$ cat src/rtl/axi4lite_pkg.sv
// Shared types for the AXI4-Lite round-robin master arbiter.
// Holds the AXI response encoding and the transaction FSM states.
package axi4lite_pkg;

    typedef enum logic [1:0] {
        OKAY   = 2'b00,
        EXOKAY = 2'b01,
        SLVERR = 2'b10,
        DECERR = 2'b11
    } resp_t;

    typedef enum logic [2:0] {
        IDLE,
        WR,
        WR_RESP,
        RD_ADDR,
        RD_DATA,
        DONE
    } arb_state_t;

endpackage

$ cat src/rtl/rr_arbiter.sv
// Combinational round-robin picker: first request at or after ptr_i,
// wrapping modulo N. Output is one-hot, or all zero when nothing requests.
module rr_arbiter #(
    parameter int N  = 4,
    parameter int PW = (N > 1) ? $clog2(N) : 1
) (
    input  logic [N-1:0]  req_i,
    input  logic [PW-1:0] ptr_i,
    output logic [N-1:0]  gnt_o
);

    logic found;

    always_comb begin
        gnt_o = '0;
        found = 1'b0;
        for (int i = 0; i < N; i++) begin
            if (!found && req_i[i] && i >= int'(ptr_i)) begin
                gnt_o[i] = 1'b1;
                found    = 1'b1;
            end
        end
        // Wrap-around pass picks the lowest index below the pointer
        for (int i = 0; i < N; i++) begin
            if (!found && req_i[i]) begin
                gnt_o[i] = 1'b1;
                found    = 1'b1;
            end
        end
    end

endmodule

$ cat src/rtl/axi4lite_rr_master_arbiter.sv
// Shares one AXI4-Lite master port between N_REQ requesters, round-robin,
// one single-beat transaction outstanding at a time.
module axi4lite_rr_master_arbiter
    import axi4lite_pkg::*;
#(
    parameter int N_REQ  = 4,
    parameter int ADDR_W = 32,
    parameter int DATA_W = 32
) (
    input  logic                       A_CLK,
    input  logic                       A_RST,
    input  logic [N_REQ-1:0]           REQ_VALID,
    input  logic [N_REQ-1:0]           REQ_WRITE,
    input  logic [N_REQ*ADDR_W-1:0]    REQ_ADDR,
    input  logic [N_REQ*DATA_W-1:0]    REQ_WDATA,
    input  logic [N_REQ*DATA_W/8-1:0]  REQ_WSTRB,
    output logic [N_REQ-1:0]           REQ_ACK,
    output logic [DATA_W-1:0]          RSP_RDATA,
    output logic [1:0]                 RSP_RESP,
    output logic                       AW_VALID,
    input  logic                       AW_READY,
    output logic [ADDR_W-1:0]          AW_ADDR,
    output logic                       W_VALID,
    input  logic                       W_READY,
    output logic [DATA_W-1:0]          W_DATA,
    output logic [DATA_W/8-1:0]        W_STRB,
    input  logic                       B_VALID,
    output logic                       B_READY,
    input  logic [1:0]                 B_RESP,
    output logic                       AR_VALID,
    input  logic                       AR_READY,
    output logic [ADDR_W-1:0]          AR_ADDR,
    input  logic                       R_VALID,
    output logic                       R_READY,
    input  logic [DATA_W-1:0]          R_DATA,
    input  logic [1:0]                 R_RESP
);

    localparam int PW = $clog2(N_REQ);
    localparam int SW = DATA_W / 8;

    arb_state_t          state_q, state_d;
    logic [PW-1:0]       ptr_q;
    logic [N_REQ-1:0]    gnt;
    logic [N_REQ-1:0]    gnt_q;
    logic [PW-1:0]       gidx;
    logic [ADDR_W-1:0]   addr_q;
    logic [DATA_W-1:0]   wdata_q;
    logic [SW-1:0]       wstrb_q;
    logic                aw_valid_q;
    logic                w_valid_q;
    logic                ar_valid_q;
    logic [DATA_W-1:0]   rdata_q;
    resp_t               resp_q;
    logic                grant;
    logic                aw_ok;
    logic                w_ok;

    rr_arbiter #(
        .N  (N_REQ),
        .PW (PW)
    ) u_rr (
        .req_i (REQ_VALID),
        .ptr_i (ptr_q),
        .gnt_o (gnt)
    );

    always_comb begin
        gidx = '0;
        for (int i = 0; i < N_REQ; i++) begin
            if (gnt[i]) gidx = PW'(i);
        end
    end

    assign grant = (state_q == IDLE) && (|REQ_VALID);
    // A channel is finished once its VALID has dropped or is handshaking now
    assign aw_ok = !aw_valid_q || AW_READY;
    assign w_ok  = !w_valid_q || W_READY;

    always_ff @(posedge A_CLK) begin
        if (A_RST) state_q <= IDLE;
        else       state_q <= state_d;
    end

    always_comb begin
        state_d = state_q;
        unique case (state_q)
            IDLE:    if (|REQ_VALID) state_d = REQ_WRITE[gidx] ? WR : RD_ADDR;
            WR:      if (aw_ok && w_ok) state_d = WR_RESP;
            WR_RESP: if (B_VALID) state_d = DONE;
            RD_ADDR: if (AR_READY) state_d = RD_DATA;
            RD_DATA: if (R_VALID) state_d = DONE;
            DONE:    state_d = IDLE;
            default: state_d = IDLE;
        endcase
    end

    always_comb begin
        REQ_ACK   = (state_q == DONE) ? gnt_q : '0;
        B_READY   = (state_q == WR_RESP);
        R_READY   = (state_q == RD_DATA);
        AW_VALID  = aw_valid_q;
        W_VALID   = w_valid_q;
        AR_VALID  = ar_valid_q;
        AW_ADDR   = addr_q;
        AR_ADDR   = addr_q;
        W_DATA    = wdata_q;
        W_STRB    = wstrb_q;
        RSP_RDATA = rdata_q;
        RSP_RESP  = resp_q;
    end

    always_ff @(posedge A_CLK) begin
        if (A_RST) begin
            ptr_q      <= '0;
            gnt_q      <= '0;
            addr_q     <= '0;
            wdata_q    <= '0;
            wstrb_q    <= '0;
            aw_valid_q <= 1'b0;
            w_valid_q  <= 1'b0;
            ar_valid_q <= 1'b0;
            rdata_q    <= '0;
            resp_q     <= OKAY;
        end else begin
            if (grant) begin
                gnt_q      <= gnt;
                ptr_q      <= (gidx == PW'(N_REQ - 1)) ? '0 : gidx + 1'b1;
                addr_q     <= REQ_ADDR[int'(gidx)*ADDR_W +: ADDR_W];
                wdata_q    <= REQ_WDATA[int'(gidx)*DATA_W +: DATA_W];
                wstrb_q    <= REQ_WSTRB[int'(gidx)*SW +: SW];
                aw_valid_q <= REQ_WRITE[gidx];
                w_valid_q  <= REQ_WRITE[gidx];
                ar_valid_q <= !REQ_WRITE[gidx];
            end
            if (aw_valid_q && AW_READY) aw_valid_q <= 1'b0;
            if (w_valid_q && W_READY)   w_valid_q  <= 1'b0;
            if (ar_valid_q && AR_READY) ar_valid_q <= 1'b0;
            if (state_q == WR_RESP && B_VALID) resp_q <= resp_t'(B_RESP);
            if (state_q == RD_DATA && R_VALID) begin
                rdata_q <= R_DATA;
                resp_q  <= resp_t'(R_RESP);
            end
        end
    end

endmodule

$ cat config.mk
export PLATFORM = sky130hd
export DESIGN_NAME = axi4lite_rr_master_arbiter
export DESIGN_NICKNAME = d
export VERILOG_FILES = /design/src/rtl/axi4lite_pkg.sv /design/src/rtl/rr_arbiter.sv /design/src/rtl/axi4lite_rr_master_arbiter.sv
export SDC_FILE = /design/constraint.sdc
export NUM_CORES = 1
export LEC_CHECK = 0
export CORE_AREA = 2 2 180 182
export DETAILED_ROUTE_END_ITERATION = 12
export DIE_AREA = 0 0 182 184
export HOLD_SLACK_MARGIN = 0.08
export REMOVE_ABC_BUFFERS = 1
export SLEW_MARGIN = 20
export SYNTH_ARGS = -nofsm -noshare
export SYNTH_HDL_FRONTEND = slang
export SYNTH_SLANG_ARGS = --single-unit
$ cat constraint.sdc
create_clock -name A_CLK -period 3.42 [get_ports A_CLK]
set_clock_uncertainty 0.1 [all_clocks]
set_input_delay 0.855 -clock A_CLK [delete_from_list [all_inputs] [get_ports A_CLK]]
set_output_delay 0.855 -clock A_CLK [all_outputs]
set_load 0.05 [all_outputs]
Yosys cells after proc, flatten, opt, wreduce, memory -nomap -nowiden --
Cells that the tools add are included. W data, S select, Z words.
Word-level totals: bits in registers 114, bits of input ports 323, output and inout port bits 143, logic and storage cells 96
Cells by class: add/subtract/negate cells 1, $lt $le $gt $ge 4, equal/unequal tests 11, shift-type cells 3, mux-type cells 30, reduce and logical (&&, ||, !) cells 36
Operators with widths (number):
- $shiftx A128 B8 Y32 | 2
- $logic_and A1 B1 Y1 | 17
- $mux W1 | 16
- $shiftx A16 B5 Y4 | 1
- $mux W3 | 5
- $pmux W3 S5 | 1
- $mux W2 | 6
- $logic_not A1 Y1 | 10
- $ne A2 B2 Y1 const B | 4
- $eq A3 B2 Y1 const B | 2
- $eq A3 B3 Y1 const B | 2
- $reduce_or A2 Y1 | 3
- $reduce_and A5 Y1 | 1
- $ge A1 B2 Y1 const A | 2
- $mux W4 | 1
- $reduce_or A4 Y1 | 1
- $eq A3 B1 Y1 const B | 1
- $logic_not A3 Y1 | 1
- $lt A2 B3 Y1 const B | 1
- $add A2 B1 Y2 const B | 1
- $bmux W1 S2 | 1
- $eq A2 B2 Y1 const B | 1
- $ge A2 B2 Y1 const A | 1
- $logic_or A1 B1 Y1 | 2
- other kinds (2) | 2

Depth between registers and ports, before layout --
Gate-level depths: netlist of run 1.
depth after elaboration 32, gate-level depth with buffers 9, mapped depth without buffers 5

Cells and area by module --
From an unflattened synthesis of run 1, not the netlist that was laid out.
Unflattened totals: cell total of the unflattened synthesis 815, area total of the unflattened synthesis 6503.7 um^2
By module, submodules not included:
- axi4lite_rr_master_arbiter | instances 1, cells an instance 799, area each 6396.1 um^2, sequential area each 2282.2 um^2
- rr_arbiter | instances 1, cells an instance 16, area each 107.6 um^2, sequential area each 0.0 um^2

Least setup slack after synthesis of run 1 --
Ideal clock, no wire load.
kind register -> output, start point register state_q[1], end point output port B_READY, arrival time 1.589 ns, required time 2.465 ns, setup slack 0.876 ns, stages on the path, launching flop included 4, buffers on the path 1, cell sequence dfxtp_1 -> clkbuf_1 -> nor2b_1 -> nor2b_1
Between the ends: longest elaborated chain between the ends 1
RTL lines:
- start, declared | line axi4lite_rr_master_arbiter.sv:42 | arb_state_t state_q, state_d;
- start signal, assigned | line axi4lite_rr_master_arbiter.sv:82 | else state_q <= state_d;
- $eq A3 B2 Y1 | line axi4lite_rr_master_arbiter.sv:100 | B_READY = (state_q == WR_RESP);
- end, declared | line axi4lite_rr_master_arbiter.sv:28 | output logic B_READY,
Every way passes these cells.

Worst setup path in the final report of run 1 --
Same ends and word-level chain as after synthesis.

==> metrics, run 1 <==
status completed; synthesis warning total 0; min Tclk post-route roughly 3.2 ns; count of final setup violators 0; Final #Nets approximately 1500; Syn Std Cell Area approximately 6000 sq um; share of cells above drive strength 1 roughly 5.7%; drt wl/cell about 18 um; critical path's largest stage delay between 0.8 and 0.9 ns; PostCTS Resize Cnt 0; Reg power frac between 20% and 30%; Post-synth EDFFs 0; die width around 180 um; design area roughly 12000 sq um; Vias 7234; Total Power between 9 and 10 mW; core box area ~31000 sq um; crit path max-delay cell type clkdlybuf4s50_1; Net Switching roughly 4.3 mW; global-route wire length before repair between 40000 and 50000 um; Starting Density a little under a fifth; final core utilization between 30% and 40%; fin crit share a little over nine tenths; Clock Path Buffers 2; Worst Hold Class register to register; Hold WS about 0.34 ns; RSZ-0062 raised after global routing false; Pint 4.994 mW; CTS tree done; worst-path maximum fanout 11; clock root cell clkbuf_16; Chip Height 184 um; Critical path buffers and inverters 1; Synth-to-Final Area Change 92.78%; # diodes 0; Max Slew Vio Count 0; commonest cells in the netlist nand2_1 (145), dfxtp_1 (114), o21ai_1 (69), o22ai_1 (69), o221ai_1 (68); hold_buf cts 0; 1st-iter DRT viols between 200 and 300; setup TNS 0 ns; Leak 3.920 nW; # rows 65; grt total ovfl 0; port bufs 465; H-tree Lvls 4; CP Data Arrival Time 2.25 ns; sw frac between 40% and 50%; largest cells by area after synthesis dfxtp_1 (38%), o221ai_1 (9.9%), nand2_1 (9.1%); number of max-cap violations 0; worst path required time 2.46 ns; worst-margin pin slew roughly 0.60 ns; largest net degree at the start of global routing 48; Slew HR approximately three fifths; Setup Fix Bufs, Post-CTS 0; initial antenna violation count 1; CP most frequent cell nor2b_1; RD Place Congestion about 0.8; CTS Buf Count 17; Synth cell types between 40 and 50; vias in the first global route 7193; share of total power in the clock network between 20% and 30%; number of fill cells about 3200; Setup CP Type register to primary output; dpl cell area 10950 sq um; full die area approximately 33000 sq um; DR pass1 iterations 5; most frequent cell after synthesis nand2_1; PwrDens 801.2 nW/um^2; top_reg_cell synth dfxtp_1; final hold vios 0; fraction of registers with async set/reset 0%; Crit path max-delay family buffers and inverters; worst-path cell chain nor2b_1, nor2b_1, clkdlybuf4s50_1; Vias/cell ~4.6; Antenna Violating Nets Remaining 0; CTS sink count 114; leading area contributor after synthesis dfxtp_1; Synth Register Bits approximately 110; fmax a little over 0.3 GHz; Clock Latency Late Sink ~0.4 ns; DP HPWL around 22000 um; sequential share of the synthesized area between 30% and 40%; final wirelength about 29000 um; Avg Cell Area, Syn about 7.8 sq um; CP endpoint kind primary output; clk slew on worst S/H paths roughly 0.06 ns; Comb pwr share a little under three fifths; I/O pin count around 470; DR DRC count 0; top-area cell type share of the netlist area a little under two fifths; startpoint types register; Total Routing Usage GR between 15 and 20%; Mapped Cells approximately 770; Max rail drop VDD 0.4827 mV
-- cell families (layout without fill, tap and decap cells) --
family                 count (synthesis)  count (layout)  share of synthesized area, %
muxes                                  2               2                        0.3539
buffers and inverters                108             520                         9.806
and+or+nand+nor                      258             258                         21.05
AOI/OAI and AO/OA                    284             284                         30.81
DFF                                  114             114                         37.98
-- placed cells by master, fill, tap and decap left out, types with 2 or more instances in the layout --
cell type        netlist  routed
clkdlybuf4s50_1        0     464
clkbuf_16              0      17
nor4_4                 2       2
and2_1                55      55
o21ai_1               69      68
a211oi_1               2       2
o22ai_1               69      69
o21a_1                 4       4
buf_12                 0      14
o21ai_0                9       9
clkinv_2               0       2
a311oi_1               2       2
o21bai_1               3       3
a21oi_1               47      47
buf_4                 38       6
nand2b_1               2       2
o221ai_1              68      68
or2_2                  2       2
clkbuf_8               0       2
and2_0                19      19
clkinvlp_4             0       3
nor2b_1                8       8
inv_6                  0       2
nor2_1                15      15
dfxtp_1              114     114
bufinv_16              0       4
inv_1                  3       3
nand2_1              145     145
-- per-stage QoR --
stage                     std cells  setup WS, ns
final                          1580        0.2120
after global routing           1580       0.09813
after CTS                      1580        0.1956
after detailed placement       1548        0.2847
after global placement         1548        0.3173
after floorplan                 661        -1.185
-- routing by layer --
layer,up-vias,GRT usage [%],wire [um]
li1,3550,-,-
met1,3364,19.03,11560
met2,289,29.63,14780
met3,29,4.517,2092
met4,2,4.258,496
met5,-,0,12
-- worst register-to-register path, stage by stage (launching register included) --
cell and delay, ns:
dfxtp_1 0.59, mux2i_1 0.41, nor2_1 0.09, or3b_2 0.50
a32oi_1 0.31, a2111oi_2 0.11
-- power by group through the flow --
stage               clock (mW)  combinational [mW]  sequential [mW]
finish                    1.98                5.26             2.04
global route              2.09                5.56             2.10
CTS                       2.03                5.30             2.05
detailed placement           0                5.29             2.07
global placement             0                5.25             2.06
floorplan                    0                1.47             3.64
-- layout make-up --
class | count | area (sq um) | area share [%]
multi-input cells | 544 | 3178 | 27.43
clock buffers | 20 | 456.7 | 3.942
well taps | 402 | 503.0 | 4.342
clock inverters | 12 | 178.9 | 1.544
inverters | 3 | 11.26 | 0.09720
repair buffers | 485 | 4975 | 42.94
flip-flops and latches | 114 | 2282 | 19.70
-- state kept, by name (all words and copies together) (netlist names) --
name	cells
W_VALID	1
W_DATA	32
W_STRB	4
gnt_q	4
ptr_q	2
AR_ADDR	32
RSP_RDATA	32
RSP_RESP	2
AW_VALID	1
state_q	3
AR_VALID	1
-- final timing paths --
check                           slack [ns]       start  cells after the start          to
worst max-delay path                  0.21  state_q[1]                      3     B_READY
worst min-delay path                  0.34  W_DATA[28]                      2  W_DATA[28]
worst min register to register        0.34  W_DATA[28]                      2  W_DATA[28]
worst max register to register        1.19    ptr_q[1]                      5  state_q[1]
No activity file was read; power rests on OpenSTA's default activity.
==> run 2: changes to the inputs <==
--- a/config.mk
+++ b/config.mk
@@ -6,6 +6,7 @@
 export NUM_CORES = 1
 export LEC_CHECK = 0
 export CORE_AREA = 2 2 180 182
+export CTS_CLUSTER_SIZE = 24
 export DETAILED_ROUTE_END_ITERATION = 12
 export DIE_AREA = 0 0 182 184
 export HOLD_SLACK_MARGIN = 0.08
==> results of run 2 <==
Final layout, timing and power as in run 1 (identical DEF).
==> RTL change: new RTL, config.mk and constraints of run 1 <==
Re-encode `arb_state_t` (6 states) as one-hot, 6 bits wide.
--- a/src/rtl/axi4lite_pkg.sv
+++ b/src/rtl/axi4lite_pkg.sv
@@ -9,13 +9,13 @@
         DECERR = 2'b11
     } resp_t;
 
-    typedef enum logic [2:0] {
-        IDLE,
-        WR,
-        WR_RESP,
-        RD_ADDR,
-        RD_DATA,
-        DONE
+    typedef enum logic [5:0] {
+        IDLE    = 6'b000001,
+        WR      = 6'b000010,
+        WR_RESP = 6'b000100,
+        RD_ADDR = 6'b001000,
+        RD_DATA = 6'b010000,
+        DONE    = 6'b100000
     } arb_state_t;
 
 endpackage
Formal check against the unedited RTL: no difference found for any inputs over 4 cycles, from zero or initial values and one cycle with A_RST high; so few cycles prove little.
==> RTL change against run 1 <==
Die area stayed put; combinational power up 1%; largest power group unchanged; maximum frequency shrank 1.1%; cell area decreased by 2.6%; sequential share of layout area grew 1.1 points; total power up 0.34%; count of clock-buffer cells in the layout shrank 2; synthesized area fell by 3.0%; non-clock buffer count unchanged; sequential cell count grew 3; setup slack got worse by 0.036 ns; hold slack better by 0.011 ns; routed wire length shrank 1.2%.
==> RTL change: results (changes against run 1) <==
metric;value;unit;change
Final GP Congestion;0.788;;was 0.803
post-synthesis cell type count;43;;was 46
wire per inst;18.9;um;was 18.3 um
largest net degree at the start of global routing;55;;was 48
fraction of synthesis flops using an asynchronous set or reset pin;0;%;unchanged
data arrival time of the worst path;2.29;ns;was 2.25 ns
clock tree root buffer cell;sky130_fd_sc_hd__clkbuf_16;;unchanged
total global routing track utilization;16.2;%;was 16.4%
half-perimeter wire length after detailed placement;21900;um;about the same
Post-layout nets;1416;;was 1,488
number of violations reported at the end of detailed-routing iteration 0;291;;was 275
number of port buffers;465;;unchanged
met2 wire length;14500;um;was 14,800 um
Max FO, Critical Path;6;;was 11
Crit. Startpoint;state_q[4];;was state_q[1]
wire length of the first global-routing pass;41600;um;was 42,500 um
fraction of layout instances using a drive strength above 1;6.60;%;was 5.69%
Worst R2R Path Depth;6;;was 5
wire length on met3;2130;um;was 2090 um
sequential share of the synthesized area;40.2;%;was 38.0%
highest metal layer used by the detailed router;met5;;unchanged
largest buffer count on any clock path;2;;unchanged
worst reg2reg endpoint;W_DATA[6];;was state_q[1]
outcome;complete, no violations;;unchanged
Yosys Warn Count;0;;unchanged
filler instances;3219;;was 3,228
actual slew at the worst max-slew pin;0.655;ns;was 0.597 ns
vias in the first global route;7107;;was 7,193
postcts setup bufs;0;;unchanged
worst hold path type;reg -> reg;;unchanged
number of buffers created by CTS;17;;unchanged
worst setup path endpoint;B_READY;;unchanged
H-tree levels;4;;unchanged
vias per cell;4.67;;was 4.58
Lkg Pwr;3.87;nW;was 3.92 nW
Max IR drop VDD;0.000505;V;was 0.000483 V
Worst R2R Setup Slack;1.04;ns;was 1.19 ns
M1 WL;11400;um;was 11,600 um
number of flops mapped to enable cells by yosys;0;;unchanged
number of antenna violations at the first check in global routing;4;;was 1
most instantiated cells after synthesis;sky130_fd_sc_hd__dfxtp_1, sky130_fd_sc_hd__a21oi_1, sky130_fd_sc_hd__nand2_1;;was sky130_fd_sc_hd__nand2_1, sky130_fd_sc_hd__dfxtp_1, sky130_fd_sc_hd__o21ai_1, sky130_fd_sc_hd__o22ai_1, sky130_fd_sc_hd__o221ai_1
most area-consuming cells after synthesis;sky130_fd_sc_hd__dfxtp_1, sky130_fd_sc_hd__o22a_1, sky130_fd_sc_hd__a21oi_1;;was sky130_fd_sc_hd__dfxtp_1, sky130_fd_sc_hd__o221ai_1, sky130_fd_sc_hd__nand2_1
number of search-and-repair iterations in the first detailed-routing pass;4;;was 5
-- RTL change: cell count changes after synthesis, sizes merged, moves of 3 or more --
cell           run 1  this run
o22ai             69         1
buf               68        57
nor2b              8         0
o22a               0        68
o21ai             78        72
nand2            145        74
dfxtp            114       117
nor3b              0         3
and2              74         6
a21oi             47       117
o21bai             3         0
clkbuf            37        42
-- RTL change: critical path, cell delays in order (launching register included) --
cell,delay (ns)
sky130_fd_sc_hd__dfxtp_1,0.34
sky130_fd_sc_hd__nor4_1,0.33
sky130_fd_sc_hd__and3b_1,0.35
sky130_fd_sc_hd__clkdlybuf4s50_1,0.86
-- RTL change: what timing repair did --
action,CTS,global route
setup endpoints to repair,0,1
endpoints found under the hold margin,0,0
resized for setup,0,1
-- RTL change: layout make-up --
type / instances / area, um^2 / share of cell area (%)
clock inverters: 14 / 179 / 1.59
clock buffers: 18 / 429 / 3.80
repair buffers: 485 / 4830 / 42.8
flip-flops and latches: 117 / 2340 / 20.8
inverters: 4 / 15.0 / 0.133
multi-input cells: 468 / 2970 / 26.4
diodes: 3 / 7.51 / 0.0665
well taps: 402 / 503 / 4.46
-- RTL change: logic make-up after synthesis --
kind of cell           synth area share [%]
AND/OR/NAND/NOR                        9.60
multiplexers                          0.172
AO/OA/AOI/OAI                          40.5
flip-flops                             40.2
buffers and inverters                  9.53
-- RTL change: how the worst min path moves through the flow --
stage	startpoint	endpoint	slack [ns]	cells past startpoint
final	gnt_q[0]	gnt_q[0]	0.35	2
after floorplan	gnt_q[0]	gnt_q[0]	0.33	2
after CTS	gnt_q[0]	gnt_q[0]	0.35	2
after global routing	gnt_q[0]	gnt_q[0]	0.37	2
after global placement	gnt_q[0]	gnt_q[0]	0.34	2
after detailed placement	gnt_q[0]	gnt_q[0]	0.34	2
-- RTL change: metrics by stage --
| step | setup WS, ns | hold WS, ns | instance area [um^2] | cells | setup TNS [ns] |
|---|---|---|---|---|---|
| after floorplan | -1.35 | 0.326 | 5290 | 589 | -98.94 |
| after global placement | 0.168 | 0.337 | 10700 | 1476 | 0 |
| after detailed placement | 0.149 | 0.344 | 10700 | 1476 | 0 |
| after CTS | 0.100 | 0.353 | 11300 | 1508 | 0 |
| after global routing | 0.0305 | 0.372 | 11300 | 1511 | 0 |
| final | 0.176 | 0.353 | 11300 | 1511 | 0 |
-- RTL change: power breakdown --
part           internal, mW  switching (mW)
Clock                  1.16           0.736
Combinational          1.94            3.39
Sequential             1.76           0.331
Total                  4.86            4.45
-- RTL change: layer usage --
layer	track usage, %	vias up
li1	-	3418
met1	18.1	3297
met2	29.1	309
met3	4.83	28
met4	5.58	2
met5	0	-
